==> src/rtl/interrupt_controller_pkg.sv <==
// Shared constants for the interrupt controller: default sizes and FSM state encoding.
package interrupt_controller_pkg;

   localparam int unsigned NUM_IRQ_DEF  = 8;
   localparam int unsigned ID_WIDTH_DEF = 3;
   localparam int unsigned STATE_W      = 2;

   localparam logic [STATE_W-1:0] S_IDLE    = 2'd0;
   localparam logic [STATE_W-1:0] S_REQUEST = 2'd1;
   localparam logic [STATE_W-1:0] S_SERVICE = 2'd2;

endpackage

==> src/rtl/interrupt_controller_if.sv <==
// Bundle of IRQ lines, mask access and CPU handshake between peripherals/CPU and the controller.
interface interrupt_controller_if
   import interrupt_controller_pkg::*;
#(
   parameter int unsigned NUM_IRQ  = NUM_IRQ_DEF,
   parameter int unsigned ID_WIDTH = ID_WIDTH_DEF
);

   logic [NUM_IRQ-1:0]  irq_in;
   logic                mask_wr;
   logic [NUM_IRQ-1:0]  mask_data;
   logic [NUM_IRQ-1:0]  mask;
   logic [NUM_IRQ-1:0]  pending;
   logic                cpu_int;
   logic [ID_WIDTH-1:0] int_id;
   logic                int_ack;
   logic                int_done;

   // System side: peripherals drive the lines, CPU drives mask and handshake
   modport master (
      output irq_in, mask_wr, mask_data, int_ack, int_done,
      input  mask, pending, cpu_int, int_id
   );

   modport slave (
      input  irq_in, mask_wr, mask_data, int_ack, int_done,
      output mask, pending, cpu_int, int_id
   );

endinterface

==> src/rtl/irq_priority_encoder.sv <==
// Lowest-index-wins priority encoder; id is zero-extended to ID_WIDTH.
module irq_priority_encoder
   import interrupt_controller_pkg::*;
#(
   parameter int unsigned NUM_IRQ  = NUM_IRQ_DEF,
   parameter int unsigned ID_WIDTH = ID_WIDTH_DEF
) (
   input  logic [NUM_IRQ-1:0]  req_i,
   output logic [ID_WIDTH-1:0] id_o,
   output logic                any_o
);

   always_comb begin
      id_o  = '0;
      any_o = |req_i;
      // Walk downwards so the lowest set index is the last one written
      for (int i = int'(NUM_IRQ) - 1; i >= 0; i--) begin
         if (req_i[i]) begin
            id_o = ID_WIDTH'(i);
         end
      end
   end

endmodule

==> src/rtl/interrupt_controller.sv <==
// Edge-captured, maskable interrupt controller with a request/ack/done handshake to the CPU.
module interrupt_controller
   import interrupt_controller_pkg::*;
#(
   parameter int unsigned NUM_IRQ  = NUM_IRQ_DEF,
   parameter int unsigned ID_WIDTH = ID_WIDTH_DEF
) (
   input  logic                  clk,
   input  logic                  reset,
   interrupt_controller_if.slave bus
);

   logic [STATE_W-1:0]  state_q,   state_d;
   logic [NUM_IRQ-1:0]  mask_q,    mask_d;
   logic [NUM_IRQ-1:0]  pending_q, pending_d;
   logic [NUM_IRQ-1:0]  prev_q;
   logic                cpu_int_q, cpu_int_d;
   logic [ID_WIDTH-1:0] int_id_q,  int_id_d;

   logic [NUM_IRQ-1:0]  rise;
   logic [NUM_IRQ-1:0]  ack_clr;
   logic [ID_WIDTH-1:0] sel_id;
   logic                sel_any;

   assign rise = bus.irq_in & ~prev_q;

   irq_priority_encoder #(
      .NUM_IRQ  (NUM_IRQ),
      .ID_WIDTH (ID_WIDTH)
   ) u_prio (
      .req_i (pending_q & mask_q),
      .id_o  (sel_id),
      .any_o (sel_any)
   );

   // Next-state and registered-output logic
   always_comb begin
      state_d   = state_q;
      cpu_int_d = cpu_int_q;
      int_id_d  = int_id_q;
      ack_clr   = '0;
      mask_d    = bus.mask_wr ? bus.mask_data : mask_q;

      case (state_q)
         S_IDLE: begin
            if (sel_any) begin
               int_id_d  = sel_id;
               cpu_int_d = 1'b1;
               state_d   = S_REQUEST;
            end
         end
         S_REQUEST: begin
            if (bus.int_ack) begin
               for (int i = 0; i < int'(NUM_IRQ); i++) begin
                  ack_clr[i] = (int_id_q == ID_WIDTH'(i));
               end
               cpu_int_d = 1'b0;
               state_d   = S_SERVICE;
            end
         end
         S_SERVICE: begin
            if (bus.int_done) begin
               state_d = S_IDLE;
            end
         end
         default: begin
            cpu_int_d = 1'b0;
            state_d   = S_IDLE;
         end
      endcase

      // A new edge on the acknowledged bit wins over the clear
      pending_d = (pending_q & ~ack_clr) | rise;
   end

   always_ff @(posedge clk) begin
      if (reset) begin
         state_q   <= S_IDLE;
         mask_q    <= '0;
         pending_q <= '0;
         prev_q    <= '0;
         cpu_int_q <= 1'b0;
         int_id_q  <= '0;
      end else begin
         state_q   <= state_d;
         mask_q    <= mask_d;
         pending_q <= pending_d;
         prev_q    <= bus.irq_in;
         cpu_int_q <= cpu_int_d;
         int_id_q  <= int_id_d;
      end
   end

   assign bus.mask    = mask_q;
   assign bus.pending = pending_q;
   assign bus.cpu_int = cpu_int_q;
   assign bus.int_id  = int_id_q;

endmodule

==> src/flat_wrapper.sv <==
// flat-port wrapper written by rule: the top's interface ports become plain ports
module interrupt_controller_flat import interrupt_controller_pkg::*;
#(
   parameter int unsigned NUM_IRQ  = NUM_IRQ_DEF,
   parameter int unsigned ID_WIDTH = ID_WIDTH_DEF
)
  (clk, reset, bus_irq_in, bus_mask_wr, bus_mask_data, bus_int_ack, bus_int_done, bus_mask, bus_pending, bus_cpu_int, bus_int_id);
  interrupt_controller_if #(.NUM_IRQ(NUM_IRQ), .ID_WIDTH(ID_WIDTH)) bus_i ();
  input  logic clk;
  input  logic reset;
  input wire logic [$bits(bus_i.irq_in)-1:0] bus_irq_in;
  input wire logic [$bits(bus_i.mask_wr)-1:0] bus_mask_wr;
  input wire logic [$bits(bus_i.mask_data)-1:0] bus_mask_data;
  input wire logic [$bits(bus_i.int_ack)-1:0] bus_int_ack;
  input wire logic [$bits(bus_i.int_done)-1:0] bus_int_done;
  output wire logic [$bits(bus_i.mask)-1:0] bus_mask;
  output wire logic [$bits(bus_i.pending)-1:0] bus_pending;
  output wire logic [$bits(bus_i.cpu_int)-1:0] bus_cpu_int;
  output wire logic [$bits(bus_i.int_id)-1:0] bus_int_id;
  assign bus_i.irq_in = bus_irq_in;
  assign bus_i.mask_wr = bus_mask_wr;
  assign bus_i.mask_data = bus_mask_data;
  assign bus_i.int_ack = bus_int_ack;
  assign bus_i.int_done = bus_int_done;
  assign bus_mask = bus_i.mask;
  assign bus_pending = bus_i.pending;
  assign bus_cpu_int = bus_i.cpu_int;
  assign bus_int_id = bus_i.int_id;
  interrupt_controller #(.NUM_IRQ(NUM_IRQ), .ID_WIDTH(ID_WIDTH)) u_core (.clk(clk), .reset(reset), .bus(bus_i));
endmodule
==> config.mk <==
export PLATFORM = sky130hd
export DESIGN_NAME = interrupt_controller_flat
export DESIGN_NICKNAME = d
export VERILOG_FILES = /design/src/rtl/interrupt_controller_pkg.sv /design/src/rtl/interrupt_controller_if.sv /design/src/rtl/irq_priority_encoder.sv /design/src/rtl/interrupt_controller.sv /design/src/flat_wrapper.sv
export SDC_FILE = /design/constraint.sdc
export NUM_CORES = 1
export LEC_CHECK = 0
export ABC_AREA = 1
export CAP_MARGIN = 20
export CORE_MARGIN = 5
export CORE_UTILIZATION = 49
export CTS_CLUSTER_DIAMETER = 30
export CTS_CLUSTER_SIZE = 24
export DETAILED_ROUTE_END_ITERATION = 8
export MAX_ROUTING_LAYER = met4
export PLACE_DENSITY = 0.93
export SLEW_MARGIN = 20
export SYNTH_ARGS = -nofsm -noshare
export SYNTH_HDL_FRONTEND = slang
export SYNTH_HIERARCHICAL = 1
export SYNTH_SLANG_ARGS = --single-unit
==> constraint.sdc <==
create_clock -name clk -period 1.9 [get_ports clk]
set_clock_uncertainty 0.05 [all_clocks]
set_input_delay 0.38 -clock clk [delete_from_list [all_inputs] [get_ports clk]]
set_output_delay 0.38 -clock clk [all_outputs]
set_load 0.02 [all_outputs]
# Word level (Yosys, flattened, before mapping)

Cells that the tools add are included.

Flip-flop bits (word level): 30
Input bits: 21
Output and inout bits: 20
Word-level logic and storage cells: 48

Equality and inequality tests: 12
Multiplexer cells: 17
Bitwise logic cells: 7
Reduce and logical (&&, ||, !) cells: 6

Operator list:

| cell                                                                    | number |
|---|---|
| 8-bit bitwise AND                                                       | 3 |
| 3-bit 2-to-1 mux                                                        | 8 |
| 8-bit 2-to-1 mux                                                        | 2 |
| 8-bit inverter                                                          | 2 |
| 3-bit == test, second input constant                                    | 4 |
| 8-bit bitwise OR                                                        | 1 |
| 8-bit OR reduction                                                      | 1 |
| 3-bit by 2-bit == test with 1-bit output, second input constant         | 2 |
| 2-bit 2-to-1 mux                                                        | 3 |
| 2-bit one-hot mux with 3 select lines                                   | 1 |
| 3-bit AND reduction                                                     | 2 |
| 2-bit inequality test, second input constant                            | 2 |
| 3-bit by 1-bit == test with 1-bit output, second input constant         | 1 |
| 3-bit logical NOT                                                       | 1 |
| 1-bit one-hot mux with 3 select lines                                   | 1 |
| 2-bit by 1-bit == test with 1-bit output, second input constant         | 1 |
| 2-bit == test, second input constant                                    | 1 |
| 2-bit logical NOT                                                       | 1 |
| 1-bit 2-to-1 mux                                                        | 2 |
| 2-bit by 1-bit inequality test with 1-bit output, second input constant | 1 |
| 2-bit AND reduction                                                     | 1 |
| 1-bit inverter                                                          | 1 |

# Longest topological paths before layout

Word-level depth: 9
Mapped depth: 11
Depth with buffers taken out: 11

# Cells and area by module

Netlist, hierarchy kept.

Modules (own cells, without submodules):

| module               | times used | cells an instance | area an instance (µm²) | sequential area each (µm²) |
|---|---|---|---|---|
| interrupt_controller | 1          | 172               | 1236.2                 | 600.6 |
| irq_priority_encoder | 1          | 22                | 98.8                   | 0.0 |

# Worst setup path before layout

Ideal clock, no wire load.

Path type: register -> register
Start point: register u_core.pending_q[6], in the netlist u_core/bus.pending[6]
End point: register u_core.int_id_q[0], in the netlist u_core/bus.int_id[0]
Setup time: 116 ps
Arrival time: 1197 ps
Data required time: 1734 ps
Path slack: 537 ps
Cell stages (with the launch flop): 10
Buffers on the path: 0
Period minus slack after synthesis: 1363 ps
Cells stage by stage: dfxtp_1 nand2_1 inv_1 or2_1 nor3_2 nand2_1 nand3_2 inv_2 nor2_1 nor2_1

Elaborated cells between the ends (all ways): 10
Classes of those cells: mux (7); bitwise (1); reduce/logical (2)

RTL lines:

| element                       | RTL line                   | RTL |
|---|---|---|
| start: declaration            | interrupt_controller.sv:15 | `logic [NUM_IRQ-1:0] pending_q, pending_d;` |
| start signal: assignment      | interrupt_controller.sv:87 | `pending_q <= pending_d;` |
| 8-bit bitwise AND             | interrupt_controller.sv:31 | `.req_i (pending_q & mask_q),` |
| 8-bit OR reduction            | irq_priority_encoder.sv:15 | `any_o = \|req_i;` |
| net u_core.sel_any            | interrupt_controller.sv:23 | `logic sel_any;` |
| 2-bit AND reduction (no line) | -                          |  |
| end signal: assignment        | interrupt_controller.sv:90 | `int_id_q <= int_id_d;` |
| end: declaration              | interrupt_controller.sv:18 | `logic [ID_WIDTH-1:0] int_id_q, int_id_d;` |

The timed path passes the listed nets, and every way through them passes these cells.
A chain may end at the register's enable or synchronous reset.

# Worst setup path in the final report

Start point: register u_core.int_id_q[2], in the netlist u_core/bus.int_id[2]
End point: output bus_int_id[2]

RTL lines:

| element          | RTL line           | RTL |
|---|---|---|
| end: declaration | flat_wrapper.sv:19 | `output wire logic [$bits(bus_i.int_id)-1:0] bus_int_id;` |

No word-level cell between the ends.

==> metrics.md <==
| Metric | Value |
|---|---|
| Reg2Reg Setup Slack | 510 ps |
| Antenna violations before repair | 0 |
| DR iter-0 viols | 54 |
| FF-to-FF path depth | 9 |
| Core box area | 2686 um2 |
| Root Buffer | clkbuf_4 |
| GR met3 Demand/Resource | 7.387% |
| Fin crit period | 1800 ps |
| Vias per cell | 4.622 |
| Finished Layout Cells | 270 |
| CP Launch Type | register |
| RSZ-0062 raised after global routing | no |
| # placed instances | 264 |
| Top-Level Pins | 41 |
| Setup violators final | 0 |
| Wire per inst | 10.21 um |
| Worst-Margin Slew | 249.1 ps |
| Setup TNS Final | 0 ps |
| Post-route ant nets | 0 |
| Crit-path slowest cell | clkdlybuf4s50_1 |
| Cell Area, Synth | 1335 um2 |
| Flops & latches, synth | 30 |
| CP top delay family | buffers and inverters |
| Layout cells sized above 1 | 7.531% |
| Final Max Tran Viols | 0 |
| Total power | 1.470 mW |
| Overall Global Routing Usage | 15.75% |
| FF+latch area | 600.6 um2 |
| Pwr Density | 811.6 nW/um2 |
| Critical Path Source | u_core/bus.int_id[2]$_SDFFE_PP0P_ |
| Depth of the CTS H-tree | 2 |
| MaxCap Viol Count | 0 |
| M2 GR Usage | 24.22% |
| Leak | 0.9225 nW |
| WP buf/inv | 1 |
| Worst R2R Start | u_core/bus.pending[6]$_SDFF_PP0_ |
| Multi-input gate area | 521.8 um2 |
| Final period utilization | 94.72% |
| Avg Synthesized Cell Area | 6.882 um2 |
| Biggest cell delay along the critical path | 630 ps |
| Total wire length | 2758 um |
| Status | complete, no violations |
| Met1 usage | 16.76% |
| Clock Latency Late Sink | 330 ps |
| Worst Setup End Kind | primary output |
| GR peak layer | met2 |
| First-pass iteration count of the detailed router | 4 |
| Clock sink total | 30 |
| Area Overhead vs Synth | 35.71% |
| Maximum vdd drop | 573.0 uV |
| Antenna cell count | 0 |
| Nets@finish | 261 |
| Pre-CTS setup slack | 374.7 ps |
| Critical path depth in cells | 1 |
| Reg2reg end | u_core/bus.int_id[1]$_SDFFE_PP0P_ |
| Cell variety after synth | 20 |
| Worst-path fanout max | 4 |
| Die X | 62.20 um |
| Maximum clock path buffer count | 2 |
| Setup WS post-layout | 100.3 ps |
| Clk slew on worst S/H paths | 90 ps |
| Initial Util | 49.70% |
| Number of buffers created by CTS | 5 |
| Sequential-to-total area share from yosys stat | 44.99% |
| Syn Inst Count | 194 |
| Final Hold Violating Endpoints | 0 |
| Critical Path RT | 1470 ps |
| Via Count | 1248 |
| Row Count | 19 |
| Die height | 62.20 um |
| Warnings from Yosys | 6 |
| Crit path arrival time | 1370 ps |
| First-pass GRT wire length | 4698 um |
| Syn_nets | 215 |
| Setup crit end | bus_int_id[2] |
| Cells along the critical path | clkdlybuf4s50_1 |
| Final GP Congestion | 0.8245 |
| Worst Hold Class | register to register |
| Die ar. | 3868 um2 |
| Max Clk Rate | 555.6 MHz |
| Hpwl dp | 2165 um |
| DRC violations left | 0 |
| Vias in the first global route | 1093 |
| Largest net degree at the start of global routing | 16 |
| Fill cells | 218 |
| Core Util, Final | 67.44% |
| CTS tree | yes |
| Gr ovfl total | 0 |
| Max-slew headroom | 83.38% |
| Worst Setup Path Type | register to primary output |
| PortBufs | 40 |
[sequential cells by signal, indices dropped and copies added, names as in the netlist]
name / cells
u_core/bus.cpu_int: 1
u_core/bus.pending: 8
u_core/state_q: 2
u_core/bus.int_id: 3
u_core/bus.mask: 8
u_core/prev_q: 8
[cells in the final DEF (no fill, tap or decap)]
master | Yosys | final
nor3_2 | 1 | 1
nand3_2 | 2 | 2
dfxtp_1 | 30 | 30
nor2_4 | 3 | 3
clkbuf_8 | 0 | 1
dlymetal6s2s_1 | 0 | 2
o21bai_1 | 4 | 4
nand4_1 | 2 | 2
clkdlybuf4s50_1 | 0 | 38
nor2_2 | 1 | 1
o21ai_1 | 4 | 4
or2_1 | 1 | 1
buf_4 | 0 | 2
a31oi_1 | 1 | 1
inv_1 | 44 | 44
inv_2 | 2 | 2
nand2_1 | 45 | 45
a21oi_1 | 4 | 4
nand3b_1 | 1 | 1
clkbuf_4 | 0 | 5
inv_4 | 1 | 1
nor2_1 | 36 | 36
nand3_1 | 1 | 1
o21ai_0 | 8 | 8
[logic make-up after synthesis]
group / count (synthesis) / share of synthesized area, %
flip-flops: 30 / 44.99
AND/OR/NAND/NOR: 93 / 30.37
buffers and inverters: 50 / 15.93
AO/OA/AOI/OAI: 21 / 8.717
[worst min path at each step]
stage,startpoint,slack (ps),to,depth (start not counted)
5_1_grt,u_core/prev_q[4]$_SDFF_PP0_,430,u_core/bus.pending[4]$_SDFF_PP0_,3
3_3_place_gp,u_core/prev_q[1]$_SDFF_PP0_,380,u_core/bus.pending[1]$_SDFF_PP0_,3
4_1_cts,u_core/prev_q[7]$_SDFF_PP0_,410,u_core/bus.pending[7]$_SDFF_PP0_,3
3_5_place_dp,u_core/prev_q[6]$_SDFF_PP0_,390,u_core/bus.pending[6]$_SDFF_PP0_,3
2_1_floorplan,u_core/prev_q[0]$_SDFF_PP0_,380,u_core/bus.pending[0]$_SDFF_PP0_,3
6_report,u_core/prev_q[7]$_SDFF_PP0_,400,u_core/bus.pending[7]$_SDFF_PP0_,3
[synthesized netlist by cell type (all sizes together)]
| master | count | share of area [%] |
|---|---|---|
| o21bai | 4 | 2.2 |
| nand3b | 1 | 0.56 |
| nor2 | 40 | 13 |
| o21ai | 12 | 4.5 |
| inv | 47 | 13 |
| nand3 | 3 | 1.9 |
| a21oi | 4 | 1.5 |
| a31oi | 1 | 0.47 |
| dfxtp | 30 | 45 |
| nand4 | 2 | 0.94 |
| nand2 | 45 | 13 |
| nor3 | 1 | 0.75 |
| or2 | 1 | 0.47 |
| buf | 3 | 2.5 |
[layer usage]
metal	share of wire (%)	up-vias
li1	-	657
met1	41	538
met2	48	47
met3	9.3	6
met4	1.8	0
met5	0	-
[what timing repair did]
action / CTS / global route
hold buffers: 0 / 0
buffers inserted: 0 / 0
resized for setup: 0 / 2
setup endpoints to repair: 0 / 2
[power by group]
group	switching, mW	total (mW)	leakage [nW]	internal [mW]
Sequential	0.0525	0.741	0.250	0.689
Clock	0.196	0.363	0.0302	0.166
Combinational	0.193	0.367	0.643	0.174
Total	0.441	1.47	0.923	1.03
[through the flow]
step	instance area, um2	hold WS (ps)
5_1_grt	1812	427.1
6_report	1812	403.1
3_5_place_dp	1755	391.6
3_3_place_gp	1755	383.2
4_1_cts	1807	408.8
2_1_floorplan	1335	379.3
[cell type report]
| type | count | share of cell area [%] |
|---|---|---|
| clock buffers | 6 | 2.831 |
| inverters | 47 | 9.876 |
| multi-input cells | 114 | 28.80 |
| flip-flops and latches | 30 | 33.15 |
| well taps | 31 | 2.141 |
| repair buffers | 42 | 23.20 |
Power figures use the tool's default switching activity.
